<file path="config.mk">
export PLATFORM = sky130hd
export DESIGN_NAME = usb_read_ctrl
export DESIGN_NICKNAME = d
export VERILOG_FILES = /design/src/rtl/usb_read_ctrl_pkg.sv /design/src/rtl/usb_bank_fifo.sv /design/src/rtl/usb_read_ctrl.sv
export SDC_FILE = /design/constraint.sdc
export NUM_CORES = 1
export LEC_CHECK = 0
export BUFFER_PORTS_ARGS = -buffer_cell sky130_fd_sc_hd__buf_2
export CAP_MARGIN = 20
export CELL_PAD_IN_SITES_DETAIL_PLACEMENT = 0
export CELL_PAD_IN_SITES_GLOBAL_PLACEMENT = 1
export CORE_UTILIZATION = 46
export DETAILED_ROUTE_END_ITERATION = 12
export GPL_TIMING_DRIVEN = 0
export PLACE_DENSITY_LB_ADDON = 0.12
export SLEW_MARGIN = 25
export SYNTH_ARGS = -nofsm -noshare
export SYNTH_HDL_FRONTEND = slang
export SYNTH_SLANG_ARGS = --single-unit
</file>
<file path="constraint.sdc">
create_clock -name clk -period 7.9 [get_ports clk]
set_clock_uncertainty 0.2 [all_clocks]
set_input_delay 1.58 -clock clk [delete_from_list [all_inputs] [get_ports clk]]
set_output_delay 1.58 -clock clk [all_outputs]
set_load 0.01 [all_outputs]
</file>
<file path="src/rtl/usb_read_ctrl_pkg.sv">
// Shared definitions for the usb read-side controller: btype codes, the
// expected-length lookup and the handshake FSM state type.
package usb_read_ctrl_pkg;

   localparam logic [3:0] BT_VAR  = 4'h0;
   localparam logic [3:0] BT_CTRL = 4'h1;
   localparam logic [3:0] BT_D64  = 4'h2;
   localparam logic [3:0] BT_D512 = 4'h3;

   typedef enum logic [1:0] {
      ST_IDLE,
      ST_STALL,
      ST_PUBLISH,
      ST_HAND
   } rd_state_t;

   // Fixed packet length for a btype; 0 means variable length (never checked).
   function automatic logic [11:0] exp_len(input logic [3:0] bt);
      case (bt)
         BT_CTRL: exp_len = 12'd8;
         BT_D64:  exp_len = 12'd64;
         BT_D512: exp_len = 12'd512;
         default: exp_len = 12'd0;
      endcase
   endfunction

endpackage

</file>
<file path="src/rtl/usb_bank_fifo.sv">
// Two-entry ping-pong bank store: full flags, per-bank length/btype and the
// write/read bank pointers shared between the usb side and the frame consumer.
module usb_bank_fifo #(
   parameter int LEN_W = 12,
   parameter int BT_W  = 4
) (
   input  logic             clk,
   input  logic             rst,
   input  logic             i_publish,
   input  logic [LEN_W-1:0] i_len,
   input  logic [BT_W-1:0]  i_btype,
   input  logic             i_ack,
   output logic             o_wr_bank,
   output logic             o_next_full,
   output logic             o_valid,
   output logic             o_rd_bank,
   output logic [LEN_W-1:0] o_len,
   output logic [BT_W-1:0]  o_btype
);

   logic [1:0]       r_full;
   logic             r_wr_bank;
   logic             r_rd_bank;
   logic [LEN_W-1:0] r_len   [2];
   logic [BT_W-1:0]  r_btype [2];
   logic             w_pop;

   assign w_pop = i_ack & r_full[r_rd_bank];

   // Publish and pop always address different banks, so both may land in one cycle.
   always_ff @(posedge clk or posedge rst) begin
      if (rst) begin
         r_full    <= '0;
         r_wr_bank <= 1'b0;
         r_rd_bank <= 1'b0;
         for (int unsigned i = 0; i < 2; i++) begin
            r_len[i]   <= '0;
            r_btype[i] <= '0;
         end
      end else begin
         if (i_publish) begin
            r_full[r_wr_bank]  <= 1'b1;
            r_len[r_wr_bank]   <= i_len;
            r_btype[r_wr_bank] <= i_btype;
            r_wr_bank          <= ~r_wr_bank;
         end
         if (w_pop) begin
            r_full[r_rd_bank] <= 1'b0;
            r_rd_bank         <= ~r_rd_bank;
         end
      end
   end

   assign o_wr_bank   = r_wr_bank;
   assign o_next_full = r_full[~r_wr_bank];
   assign o_valid     = r_full[r_rd_bank];
   assign o_rd_bank   = r_rd_bank;
   assign o_len       = r_len[r_rd_bank];
   assign o_btype     = r_btype[r_rd_bank];

endmodule

</file>
<file path="src/rtl/usb_read_ctrl.sv">
// Read-side controller for the usb top block: measures packet length from the
// RAM write stream, answers fs_read/fd_read and publishes packets per bank.
module usb_read_ctrl
   import usb_read_ctrl_pkg::*;
#(
   parameter int RAM_AW = 12,
   parameter int CNT_W  = 8
) (
   input  logic              clk,
   input  logic              rst,
   input  logic              fs_read,
   input  logic [3:0]        read_btype,
   output logic              fd_read,
   output logic [RAM_AW-1:0] read_ram_init,
   input  logic [RAM_AW-1:0] ram_txa,
   input  logic              ram_txen,
   output logic              pkt_valid,
   output logic              pkt_bank,
   output logic [3:0]        pkt_btype,
   output logic [RAM_AW-1:0] pkt_len,
   input  logic              pkt_ack,
   output logic [CNT_W-1:0]  err_cnt,
   output logic [CNT_W-1:0]  stall_cnt
);

   localparam int BANK_W = RAM_AW - 1;
   localparam logic [RAM_AW-1:0] MAX_LEN = {1'b1, {BANK_W{1'b0}}};

   rd_state_t         r_state;
   rd_state_t         w_state_nxt;
   logic              r_fd_read;
   logic [RAM_AW-1:0] r_ram_init;
   logic [RAM_AW-1:0] r_cnt;
   logic [CNT_W-1:0]  r_err;
   logic [CNT_W-1:0]  r_stall;

   logic              w_publish;
   logic              w_wr_bank;
   logic              w_next_full;
   logic              w_wr_err;
   logic              w_len_err;
   logic [RAM_AW-1:0] w_exp_len;
   logic [CNT_W:0]    w_err_sum;
   logic              w_unused_txa;

   assign w_unused_txa = ^ram_txa[BANK_W-1:0];

   usb_bank_fifo #(
      .LEN_W (RAM_AW),
      .BT_W  (4)
   ) u_bank_fifo (
      .clk         (clk),
      .rst         (rst),
      .i_publish   (w_publish),
      .i_len       (r_cnt),
      .i_btype     (read_btype),
      .i_ack       (pkt_ack),
      .o_wr_bank   (w_wr_bank),
      .o_next_full (w_next_full),
      .o_valid     (pkt_valid),
      .o_rd_bank   (pkt_bank),
      .o_len       (pkt_len),
      .o_btype     (pkt_btype)
   );

   always_comb begin
      w_state_nxt = r_state;
      w_publish   = 1'b0;
      case (r_state)
         ST_IDLE:    if (fs_read) w_state_nxt = w_next_full ? ST_STALL : ST_PUBLISH;
         ST_STALL:   if (!w_next_full) w_state_nxt = ST_PUBLISH;
         ST_PUBLISH: begin
            w_publish   = 1'b1;
            w_state_nxt = ST_HAND;
         end
         ST_HAND:    if (!fs_read) w_state_nxt = ST_IDLE;
         default:    w_state_nxt = ST_IDLE;
      endcase
   end

   // A stray write costs one error per cycle even if it is both out of bank and out of sequence.
   always_comb begin
      w_exp_len = RAM_AW'(exp_len(read_btype));
      w_wr_err  = ram_txen & ((ram_txa[RAM_AW-1] != w_wr_bank) | (r_state != ST_IDLE));
      w_len_err = w_publish & (w_exp_len != '0) & (w_exp_len != r_cnt);
      w_err_sum = {1'b0, r_err} + {{CNT_W{1'b0}}, w_wr_err} + {{CNT_W{1'b0}}, w_len_err};
   end

   always_ff @(posedge clk or posedge rst) begin
      if (rst) begin
         r_state    <= ST_IDLE;
         r_fd_read  <= 1'b0;
         r_ram_init <= '0;
         r_cnt      <= '0;
         r_err      <= '0;
         r_stall    <= '0;
      end else begin
         r_state   <= w_state_nxt;
         r_fd_read <= (w_state_nxt == ST_HAND);
         // Next base address goes out on PUBLISH entry, a cycle ahead of fd_read.
         if (w_state_nxt == ST_PUBLISH)
            r_ram_init <= {~w_wr_bank, {BANK_W{1'b0}}};
         if (w_publish)
            r_cnt <= '0;
         else if (r_state == ST_IDLE && ram_txen && r_cnt != MAX_LEN)
            r_cnt <= r_cnt + 1'b1;
         r_err <= w_err_sum[CNT_W] ? '1 : w_err_sum[CNT_W-1:0];
         if (r_state == ST_IDLE && w_state_nxt == ST_STALL && r_stall != '1)
            r_stall <= r_stall + 1'b1;
      end
   end

   assign fd_read       = r_fd_read;
   assign read_ram_init = r_ram_init;
   assign err_cnt       = r_err;
   assign stall_cnt     = r_stall;

endmodule
</file>
==> reports/summary.md, run 1 <==
The sequential cell area in the final layout was 1702 um2; the actual transition at the worst max-transition pin was 721.5 ps. In this run the number of H-tree levels came out at 3. For this run, the number of standard cells in the final layout without fillers is 459. After synthesis, the largest family of logic cells by area is multiplexers.

The routed via count divided by cell count works out to 4.989. The number of clock buffers added by TritonCTS is 9. The share of synthesized area spent on multiplexers was 17.10%; the count of hold-fix buffers inserted at cts was 0.

The area share of the leading cell type in the synthesized netlist works out to 50.67%. The detailed router finished its first iteration with 95 violations. The cell at the root of the clock tree was sky130_fd_sc_hd__clkbuf_8. The number of antenna diodes in the final layout is 0. The tools report the highest ir drop seen on vdd as 167.0 uV. The data arrival at the endpoint of the critical path came out at 1800 ps.

Ratio of cells with drive above 1 in the final layout: 31.68%. The detailed-routing iteration count for the pre-antenna-repair pass is 4. The tools report the via count of the first global-routing pass as 2197. Relative to the synthesized area, the layout overhead comes to 16.73%. Number of slew-limit violations in the final report: 0.

The run gives 1.980 nW as the leakage dissipation. 68 I/O pins were placed. The mean instance size in the synthesized netlist works out to 11.46 um2. For the starting utilization of the core area, the log shows 48.62%.

The count of flip-flops with a built-in enable after synthesis came out at 0. Nature of the critical path endpoint: an output pin. Sequential elements use 50.67% of the synthesized area. The register bit count reported by yosys is 68.

The reg-to-reg endpoint was err_cnt[5]$_DFF_PP0_. The logs give 0 for the final count of hold timing violations and 2290 for the routed via count. The first global-routing pass estimated 10890 um of wire.

The routability-driven placement congestion ratio was 0.7778. For the area used by multi-input combinational logic, the log shows 1509 um2. The tools report the maximum buffer depth of the clock tree as 2. Startpoint class of the critical path: a register.

The floorplan has 30 rows. The total overflow left after global routing is 0. Setup total negative slack on the finished layout was measured at 0 ps.

Headroom to the max-slew limit came out at 51.90%. In the post-synthesis netlist, the biggest area contributors are sky130_fd_sc_hd__dfrtp_1, sky130_fd_sc_hd__mux2_2, sky130_fd_sc_hd__mux2_1, sky130_fd_sc_hd__buf_4, sky130_fd_sc_hd__nor2_1. The worst path meets setup with 4318 ps of slack.

The tools report the area of the placeable core as 6907 um2. Measured on the finished design, the core utilization comes to 56.76%. Setup violations remaining at the end of the flow were counted as 0. In this run the post-CTS setup repair buffer count came out at 0. The filler cells instantiated in the layout total 670. Clock tree synthesis found a total of 68 sinks. Buffers placed on the I/O ports in this run total 45. For the worst setup path, the data required time is 6120 ps.

Setup repair after global routing left no endpoint under its margin. Ranked by instance count, the synthesized netlist is headed by sky130_fd_sc_hd__dfrtp_1, sky130_fd_sc_hd__mux2_2, sky130_fd_sc_hd__nor2_1. The synthesized design spends more area on one cell type than any other, namely sky130_fd_sc_hd__dfrtp_1. For hold timing, the worst endpoint is u_bank_fifo.r_len[14]$_DFFE_PP0P_. The total power divided by cell area is 301.7 nW/um2. The number of nets with antenna violations after routing was 0; the die area was 7646 um2. The total routing usage reported by global routing is 18.81%. Max-cap violations in this run came to 0.

Dividing the detail-routed wire length by the instance count gives 14.03 um. During synthesis, Yosys emitted a total of 0 warnings. The post-synthesis async set-or-reset flop share was 100.0%; the fraction of the mapped netlist area in simple logic gates was 13.86%. Of the available clock period, the critical path in the final layout requires 45.34%. The floorplan step set the die width to 87.44 um.

In the routed design, unresolved DRC markers number 0. Detailed placer's ending HPWL: 4573 um. Leading register cell type out of synthesis: sky130_fd_sc_hd__dfrtp_1.

For the number of placed cells counting well taps, the log shows 445. The flow ran to the end, and the final reports show no timing, DRC or antenna violations. The complex-gate fraction of the synthesized area works out to 5.961%. The category of the critical setup timing path was reg2out.

TritonCTS built the clock tree. Entering global routing, the biggest net connects 36 pins. For the number of gates given a new drive strength after cts, the log shows 0. The largest fanout on the critical path came out at 10.

After clock tree synthesis, the clock-pin slew on the worst setup and hold paths is 60 ps. In the post-synthesis netlist, the cell with the most instances is sky130_fd_sc_hd__dfrtp_1. The number of distinct library cells after synthesis is 41, and the area of the mapped netlist is 3358 um2. Launch point of the worst reg-to-reg path: r_cnt[1]$_DFFE_PP0P_. The path type of the worst min-delay path was reg2reg.

Subtracting the final worst setup slack from the clock period gives 3582 ps. Across all register-to-register paths, the minimum setup slack is 4790 ps. The startpoint identified for the worst hold timing path is u_bank_fifo.r_len[14]$_DFFE_PP0P_. The number of cells on the worst hold path is 1, and the die outline height is 87.44 um. The tools report the number of antenna violations at the first check in global routing as 0.

The share of synthesized cell area in full adder, half adder and majority cells is 2.086%, and the number of nets in the final layout is 386. At the later pin of the worst-skew pair, clock insertion delay measures 330 ps. The overall routed net length came out at 6440 um.

Counting cells, the worst reg-to-reg path comes to 12. After technology mapping, the gate count stands at 293. Before CTS, the worst setup slack after placement is 4143 ps. The synthesized netlist devotes 4.694% of its cell area to XOR and XNOR gates. Based on the critical path, the design can be clocked at up to 279.2 MHz.
worst max-delay path: stages, from the launching register on:
cell,delay (ps)
sky130_fd_sc_hd__dfrtp_1,350
sky130_fd_sc_hd__clkbuf_1,550
sky130_fd_sc_hd__mux2_2,420
sky130_fd_sc_hd__buf_2,140
how the worst max path moves through the flow:
stage	endpoint	from	depth (start not counted)	slack (ps)
2_1_floorplan	err_cnt[0]$_DFF_PP0_	rst	1	4410
3_3_place_gp	r_cnt[2]$_DFFE_PP0P_	rst	2	3550
3_5_place_dp	err_cnt[5]$_DFF_PP0_	read_btype[1]	11	4140
4_1_cts	pkt_btype[0]	u_bank_fifo.o_rd_bank$_DFFE_PP0P_	3	4210
5_1_grt	pkt_btype[0]	u_bank_fifo.o_rd_bank$_DFFE_PP0P_	3	4240
6_report	pkt_btype[0]	u_bank_fifo.o_rd_bank$_DFFE_PP0P_	3	4320
cells in the final DEF, fill, tap and decap left out, types with 4 or more instances in the layout:
cell type / netlist / final
sky130_fd_sc_hd__a21oi_1: 15 / 15
sky130_fd_sc_hd__and3_1: 4 / 4
sky130_fd_sc_hd__buf_2: 4 / 49
sky130_fd_sc_hd__buf_4: 12 / 12
sky130_fd_sc_hd__clkbuf_1: 6 / 7
sky130_fd_sc_hd__clkbuf_8: 0 / 10
sky130_fd_sc_hd__conb_1: 1 / 11
sky130_fd_sc_hd__dfrtp_1: 68 / 68
sky130_fd_sc_hd__ha_1: 4 / 4
sky130_fd_sc_hd__inv_1: 7 / 6
sky130_fd_sc_hd__mux2_1: 20 / 20
sky130_fd_sc_hd__mux2_2: 31 / 31
sky130_fd_sc_hd__nand2_1: 17 / 17
sky130_fd_sc_hd__nand3_1: 10 / 10
sky130_fd_sc_hd__nand4_1: 5 / 5
sky130_fd_sc_hd__nor2_1: 24 / 24
sky130_fd_sc_hd__nor3_1: 12 / 12
sky130_fd_sc_hd__xnor2_1: 9 / 9
sky130_fd_sc_hd__xor2_1: 9 / 9
state kept, by name, indices dropped and copies added, names as in the netlist:
signal / count
u_bank_fifo.o_wr_bank: 1
u_bank_fifo.r_len: 24
u_bank_fifo.o_rd_bank: 1
read_ram_init: 1
stall_cnt: 8
r_cnt: 12
err_cnt: 8
r_state: 2
fd_read: 1
u_bank_fifo.r_btype: 8
u_bank_fifo.r_full: 2
routing by layer:
metal | GRT usage (%) | vias to the layer above | share of wire [%]
li1 | - | 1131 | -
met2 | 29.62 | 46 | 47
met3 | 3.223 | 6 | 3.2
met5 | 0 | - | 0
met1 | 25.83 | 1107 | 48
met4 | 7.601 | 0 | 0.96
kinds of logic (layout without fill, tap and decap cells):
logic type	after synthesis	after routing
buf+inv	32	92
flops	68	68
xor+xnor	18	18
mux	51	51
compound gates	30	30
fa+ha+maj	5	5
simple gates	88	88
other cells	1	11
per-stage QoR:
step	hold slack, ps	cell area (um2)	power [mW]
after floorplan	254.1	3396	0.8154
after global placement	263.0	3741	0.9458
after detailed placement	274.3	3764	0.9612
after CTS	289.7	3920	1.203
after global routing	293.3	3920	1.264
final	286.6	3920	1.183
area by class of cell:
class	count	area share (%)
multi-input cells	203	38.49
plain buffers	24	3.958
repair buffers	46	6.256
flip-flops and latches	68	43.41
clock buffers	11	3.607
inverters	8	0.8299
clock inverters	3	0.3830
well taps	96	3.064
power by group:
group / leakage (nW) / total (mW) / switching (mW) / internal, mW
combinational: 1.00 / 0.448 / 0.241 / 0.207
sequential: 0.895 / 0.499 / 0.0669 / 0.433
clock: 0.0848 / 0.236 / 0.118 / 0.117
No activity file was read; power rests on OpenSTA's default activity.
==> run 2, diff against run 1 <==
CORE_UTILIZATION = 43   (was 46)
clock period = 3.5 ns   (was 7.9 ns; I/O delays follow)
==> run 2 against run 1 <==
Effect of this change: first-iteration DRC count fell by 11%; wire length shrank 0.78%; final cell count up 1.1%; critical path depth rose by 9; largest power group unchanged; sequential power rose by 120%; power is 140% higher; worst setup slack got worse by 3900 ps; clock power rose to 3.0 times the previous value; critical endpoint is now err_cnt[5]$_DFF_PP0_; highest routed layer unchanged.
==> reports/summary.md, run 2 (synthesis results as in run 1) <==
The count of port buffers added during placement is 45 (unchanged), and the number of setup violations in the final report is 0 (unchanged). The internal reg-to-reg setup slack is 390 ps (-4400 ps). The tools report the fmax as 321.8 MHz. The number of slew-limit violations in the final report is 0 (unchanged). The register with the most flip-flops in the final layout is u_bank_fifo.r_len.

The largest fanout on the critical path is 7 (-3). The number of max-capacitance violations reported was 0 (unchanged); the overall routed net length was 6390 um (-0.78%). The worst setup path is launched from a register. The top-level I/O count was 68 (unchanged); the time the worst path needs with I/O delays and setup was 3107 ps. In this run the critical register-to-register path is launched from r_cnt[0]$_DFFE_PP0P_. The die outline width was 90.38 um (+3.4%); the deepest level of the CTS H-tree was 3 (unchanged). By startpoint and endpoint, the worst setup path is classified as reg2reg. The die outline height works out to 90.38 um (+3.4%). The logs give 464 (+1.1%) for the number of non-filler instances in the completed layout and 9 (unchanged) for the number of buffers created by CTS. The logs give 663 (-1.0%) for the filler cell count and 2 (unchanged) for the maximum buffer depth of the clock tree. For the routed via count, the log shows 2271 (-0.83%).

The number of buffers inserted to repair setup after CTS was 0 (unchanged); the routed via count divided by cell count was 4.894 (-1.9%). The final global-route overflow total is 0 (unchanged), and the worst-skew pair later-pin latency is 340 ps (about the same). From synthesis to final layout, the design area changed by 18.67%. The actual transition at the worst max-transition pin is 676.3 ps (-45.23 ps), and the number of nets in the final layout is 386 (unchanged).

The die area came out at 8168 um2 (+6.8%). The setup total negative slack was 0 ps (unchanged). Leaving out fill and tap cells, the most frequent cells in the layout are sky130_fd_sc_hd__dfrtp_1, sky130_fd_sc_hd__buf_2, sky130_fd_sc_hd__mux2_2, sky130_fd_sc_hd__nor2_1, sky130_fd_sc_hd__mux2_1. The via count of the first global-routing pass is 2223 (+1.2%). The logs give 54.91% (+3.0 points) for the worst slew slack as a fraction of its limit and 7408 um2 (+7.3%) for the area of the placeable core. The number of cells on the worst reg-to-reg path came out at 12 (unchanged). The run finished with clean final reports. The starting utilization of the core area is 45.33% (-3.3 points), and the detailed placer's ending HPWL is 4499 um (-1.6%). TritonCTS built the clock tree. The total power divided by cell area was 710.8 nW/um2 (+140%). The largest net degree at the start of global routing is 36 (unchanged). The number of DRC violations after detailed routing is 0 (unchanged).

The tools report the final count of hold timing violations as 0 (unchanged). STA classifies the critical path endpoint as a register. The leakage dissipation came out at 2.001 nW (+1.1%). The tree is rooted in a sky130_fd_sc_hd__clkbuf_8. Ratio of cells with drive above 1 in the final layout: 31.78% (+0.10 points).

The period utilization came out at 88.77%. For the number of gates given a new drive strength after cts, the log shows 0 (unchanged). Clock transition at the register clock pins on the worst setup and hold paths after CTS: 70 ps (about the same). The first-pass GRT wire length came out at 11120 um (+2.1%). Total number of placement rows: 31 (+3.3%). The worst hold path belongs to the class in2async. The average detailed-routed wire length per instance was 13.77 um (-1.8%).

The number of inserted diodes was 0 (unchanged); the total routing usage reported by global routing was 17.41% (-1.4 points). For the data arrival at the endpoint of the critical path, the log shows 3120 ps (+1320 ps). The reg-to-reg endpoint is err_cnt[5]$_DFF_PP0_. The number of nets with antenna violations after routing is 0 (unchanged), and the detailed router's first-iteration violation count is 85 (-11%). Leaving out fill and tap cells, the most frequent cell in the layout is sky130_fd_sc_hd__dfrtp_1. Routability-driven placement congestion ratio: 0.7554 (-2.9%).

The count of hold-fix buffers inserted at cts is 0 (unchanged). The tools report the worst path required time as 3510 ps (-2610 ps). The run gives 0 (unchanged) as the number of antenna violations at the first check in global routing. The highest ir drop seen on vdd came out at 486.6 uV (+190%). The largest registers in the layout are u_bank_fifo.r_len x24, r_cnt x12. The flip-flop count of the largest register, all copies and words added was 24 (unchanged); the number of placed cells counting well taps was 448 (+0.67%).

The tools report the clock sink count as 68 (unchanged). Setup repair after global routing left no endpoint under its margin. The detailed-routing iteration count for the pre-antenna-repair pass is 4 (unchanged).
-- run 2: layout make-up --
class | instances | area, um2 | share of cell area, %
buffer | 24 | 155.1 | 3.893
sequential | 68 | 1702 | 42.70
tap | 99 | 123.9 | 3.108
clock buffer | 12 | 145.1 | 3.642
inverter | 8 | 32.53 | 0.8163
timing repair buffer | 46 | 245.2 | 6.154
clock inverter | 4 | 72.57 | 1.821
multi-input combinational | 203 | 1509 | 37.87
-- run 2: power breakdown --
part	internal (mW)	switching, mW
clock	0.420	0.286
sequential	0.976	0.146
combinational	0.465	0.540
total	1.86	0.972
-- run 2: worst max-delay path by stage --
stage	cells after the start	to	start	slack (ps)
6_report	12	err_cnt[5]$_DFF_PP0_	r_cnt[0]$_DFFE_PP0P_	390
5_1_grt	12	err_cnt[5]$_DFF_PP0_	r_cnt[0]$_DFFE_PP0P_	130
4_1_cts	12	err_cnt[5]$_DFF_PP0_	r_cnt[0]$_DFFE_PP0P_	390
3_5_place_dp	12	err_cnt[5]$_DFF_PP0_	r_cnt[0]$_DFFE_PP0P_	390
3_3_place_gp	2	r_cnt[4]$_DFFE_PP0P_	rst	9
2_1_floorplan	12	err_cnt[5]$_DFF_PP0_	r_cnt[0]$_DFFE_PP0P_	810
-- run 2: stage by stage --
step	hold WS [ps]	area [um2]	util [%]	power, mW	setup WS [ps]
after CTS	160.2	3985	53.79	2.881	387.7
after global placement	264.3	3745	50.55	2.144	8.688
after global routing	180.3	3985	53.79	3.034	125.4
after floorplan	254.1	3396	-	1.841	814.4
after detailed placement	275.0	3767	50.85	2.157	389.1
final	162.9	3985	53.79	2.832	392.9
-- run 2: critical path, stage by stage (launching register included) --
cell                      delay [ps]
sky130_fd_sc_hd__dfrtp_1         460
sky130_fd_sc_hd__inv_1            90
sky130_fd_sc_hd__ha_1            150
sky130_fd_sc_hd__nor4b_1         510
sky130_fd_sc_hd__nand2_1         150
sky130_fd_sc_hd__nor2_1          140
sky130_fd_sc_hd__a21oi_1         110
sky130_fd_sc_hd__fa_1            410
sky130_fd_sc_hd__ha_1            240
sky130_fd_sc_hd__nand2_1         110
sky130_fd_sc_hd__nor2_1           60
sky130_fd_sc_hd__nand3_1         210
sky130_fd_sc_hd__o21ai_0         130
-- run 2: per-layer routing --
layer | part of all wire (%) | vias to the layer above | GRT usage [%]
met5 | 0 | - | 0
met4 | 0.89 | 0 | 4.839
met3 | 4.7 | 6 | 5.640
met2 | 44 | 51 | 25.70
met1 | 50 | 1076 | 24.51
li1 | - | 1138 | -
==> run 3, diff against run 2 <==
REMOVE_ABC_BUFFERS = 1   (was unset)
==> run 3 against run 2 <==
Effect of this change: clock power shrank 20%; global-route usage fell by 0.53 points; sequential share of layout area rose by 2.2 points; wire length shrank 1.6%; power fell by 7.0%; final area shrank 5.0%; largest power group unchanged; highest routed layer unchanged.
==> reports/summary.md, run 3 (synthesis results as in run 1) <==
Starting utilization of the core area: 45.33% (unchanged). The worst path required time was 3510 ps (about the same); the number of max-capacitance violations reported was 0 (unchanged). The first-pass GRT wire length is 10740 um (-3.4%).

The worst hold path belongs to the class in2async. Flip-flop count of the largest register, all copies and words added: 24 (unchanged). The number of slew-limit violations in the final report is 0 (unchanged). Die outline height: 90.38 um (unchanged). The tools report the cell area after layout as 3786 um2 (-5.0%). The number of placed cells counting well taps was 424 (-5.4%); the die area was 8168 um2 (unchanged). The critical path goes through inv_1 -> ha_1 -> nor4b_1 -> nand2_1 -> nor2_1 -> a21oi_1 -> fa_1 -> ha_1 -> nand2_1 -> nor2_1 -> nand3_1 -> o21ai_0. Count of hold-fix buffers inserted at cts: 0 (unchanged).

The largest net degree at the start of global routing was 42 (+17%); the setup total negative slack was 0 ps (unchanged). Commonest non-fill, non-tap cell in the layout: sky130_fd_sc_hd__dfrtp_1. Final global-route overflow total: 0 (unchanged). The run finished with clean final reports.

For the number of non-filler instances in the completed layout, the log shows 439 (-5.4%). The period utilization was 86.23% (-2.5 points). The number of buffers created by CTS was 9 (unchanged). The number of inserted diodes came out at 0 (unchanged).

The run gives 3 (unchanged) as the deepest level of the CTS H-tree. Total power divided by cell area: 695.9 nW/um2 (-2.1%). Setup repair after global routing left no endpoint under its margin. The routed via count is 2228 (-1.9%). The routed via count divided by cell count is 5.075 (+3.7%), and the number of nets in the final layout is 362 (-6.2%). The average detailed-routed wire length per instance was 14.32 um (+4.0%). TritonCTS built the clock tree.

The area of the placeable core was 7408 um2 (unchanged). Ranked by flip-flop count, first place goes to u_bank_fifo.r_len. The run gives 0.8289 (+9.7%) as the routability-driven placement congestion ratio.

The top-level I/O count was 68 (unchanged); the detailed placer's ending HPWL was 4258 um (-5.4%). For the clock sink count, the log shows 68 (unchanged). The worst stage delay on the critical path is 490 ps (-20 ps). The tools report the worst-skew pair later-pin latency as 330 ps (about the same). The time the worst path needs with I/O delays and setup was 3018 ps (-89.00 ps). The largest fanout on the critical path works out to 6 (-1). For the total placed instance area, the log shows 3612 um2 (-4.1%).

The layout-stage area growth over the synthesis result is 12.74%, and the total number of placement rows is 31 (unchanged). For the worst-case setup slack after placement, the log shows 439.0 ps (+49.88 ps). The clock transition at the register clock pins on the worst setup and hold paths after CTS was 70 ps (about the same); the total power draw was 2.635 mW (-7.0%). The data arrival at the endpoint of the critical path was 3030 ps (-90 ps); the fmax was 331.3 MHz (+2.9%). The tools report the total routing usage reported by global routing as 16.88% (-0.53 points). Cell with the largest stage delay on the worst path: sky130_fd_sc_hd__nor4b_1. The worst slew slack as a fraction of its limit is 36.14% (-19 points). The number of nets with antenna violations after routing is 0 (unchanged), and the maximum buffer depth of the clock tree is 2 (unchanged). The number of gates given a new drive strength after cts is 0 (unchanged), and the actual transition at the worst max-transition pin is 957.9 ps (+281.6 ps).

The tools report the worst path setup slack after routing as 481.9 ps (+89.00 ps). The cell at the root of the clock tree is sky130_fd_sc_hd__clkbuf_8. The tools report the nature of the critical path endpoint as a register.

The run gives 4 (unchanged) as the detailed-routing iteration count for the pre-antenna-repair pass. The category of the critical setup timing path is reg2reg. The highest ir drop seen on vdd is 414.5 uV (-15%).

The smallest hold slack was 145.1 ps (-17.73 ps); the number of DRC violations after detailed routing was 0 (unchanged). Grouping stages by cell kind, the critical path spends the most delay in simple AND/OR/NAND/NOR gates. The tools report the number of buffers inserted to repair setup after CTS as 0 (unchanged). STA classifies the critical path startpoint as a register. In the final layout, the registers with the most flip-flops are u_bank_fifo.r_len x24, r_cnt x12. The logs give 0 (unchanged) for the number of setup violations in the final report and 2072 (-6.8%) for the via count of the first global-routing pass. The sum of buffers and inverters on the critical path came out at 1 (unchanged).

For the overall routed net length, the log shows 6285 um (-1.6%). The detailed router's first-iteration violation count came out at 164 (+93%). The count of port buffers added during placement is 45 (unchanged). The die outline width came out at 90.38 um (unchanged). The number of antenna violations at the first check in global routing is 0 (unchanged).

In the layout the commonest cells are sky130_fd_sc_hd__dfrtp_1, sky130_fd_sc_hd__buf_2, sky130_fd_sc_hd__mux2_2, sky130_fd_sc_hd__nor2_1, sky130_fd_sc_hd__mux2_1. The ratio of cells with drive above 1 in the final layout is 28.53% (-3.3 points), and the final design utilization is 51.11% (-2.7 points). The leakage dissipation came out at 1.884 nW (-5.9%). The final count of hold timing violations came out at 0 (unchanged).
## run 3: changes by cell type in the layout (fill, tap and decap cells not counted)
cell / previous run / this run
sky130_fd_sc_hd__bufinv_16: 2 / 0
sky130_fd_sc_hd__clkinvlp_4: 1 / 0
sky130_fd_sc_hd__buf_4: 12 / 0
sky130_fd_sc_hd__clkbuf_1: 8 / 2
sky130_fd_sc_hd__clkinv_2: 1 / 2
sky130_fd_sc_hd__buf_6: 2 / 0
sky130_fd_sc_hd__buf_2: 49 / 45
sky130_fd_sc_hd__nor2_4: 0 / 1
sky130_fd_sc_hd__nor2_2: 1 / 0
sky130_fd_sc_hd__clkbuf_8: 10 / 11
## run 3: layout make-up
cell class                      instances  area, um2
Inverter                                8      32.53
Clock inverter                          2      10.01
Timing Repair Buffer                   46      245.2
Sequential cell                        68       1702
Tap cell                               99      123.9
Clock buffer                           13      158.9
Fill cell                             676       3622
Multi-Input combinational cell        203       1514
## run 3: final timing paths
path                       cells after the start                          startpoint                                  to  slack, ps
min in group clk                               1  u_bank_fifo.r_btype[5]$_DFFE_PP0P_  u_bank_fifo.r_btype[5]$_DFFE_PP0P_        280
hold reg to reg                                1  u_bank_fifo.r_btype[5]$_DFFE_PP0P_  u_bank_fifo.r_btype[5]$_DFFE_PP0P_        280
hold / removal                                 2                                 rst                err_cnt[5]$_DFF_PP0_        150
setup reg to reg                              12                r_cnt[1]$_DFFE_PP0P_                err_cnt[5]$_DFF_PP0_        480
max in group asynchronous                      3                                 rst    u_bank_fifo.r_len[6]$_DFFE_PP0P_       2410
setup / recovery                              12                r_cnt[1]$_DFFE_PP0P_                err_cnt[5]$_DFF_PP0_        480
## run 3: routing by layer
metal	vias up	share of wire, %	wire length [um]	track usage [%]
met1	1092	50	3134	23.62
met2	49	45	2835	24.75
met4	0	1.5	92	6.048
met5	-	0	0	0
li1	1080	-	-	-
met3	7	3.5	222	5.051
## run 3: power breakdown
| part | internal, mW | switching (mW) |
|---|---|---|
| logic | 0.423 | 0.435 |
| clock network | 0.290 | 0.274 |
| registers | 0.975 | 0.238 |
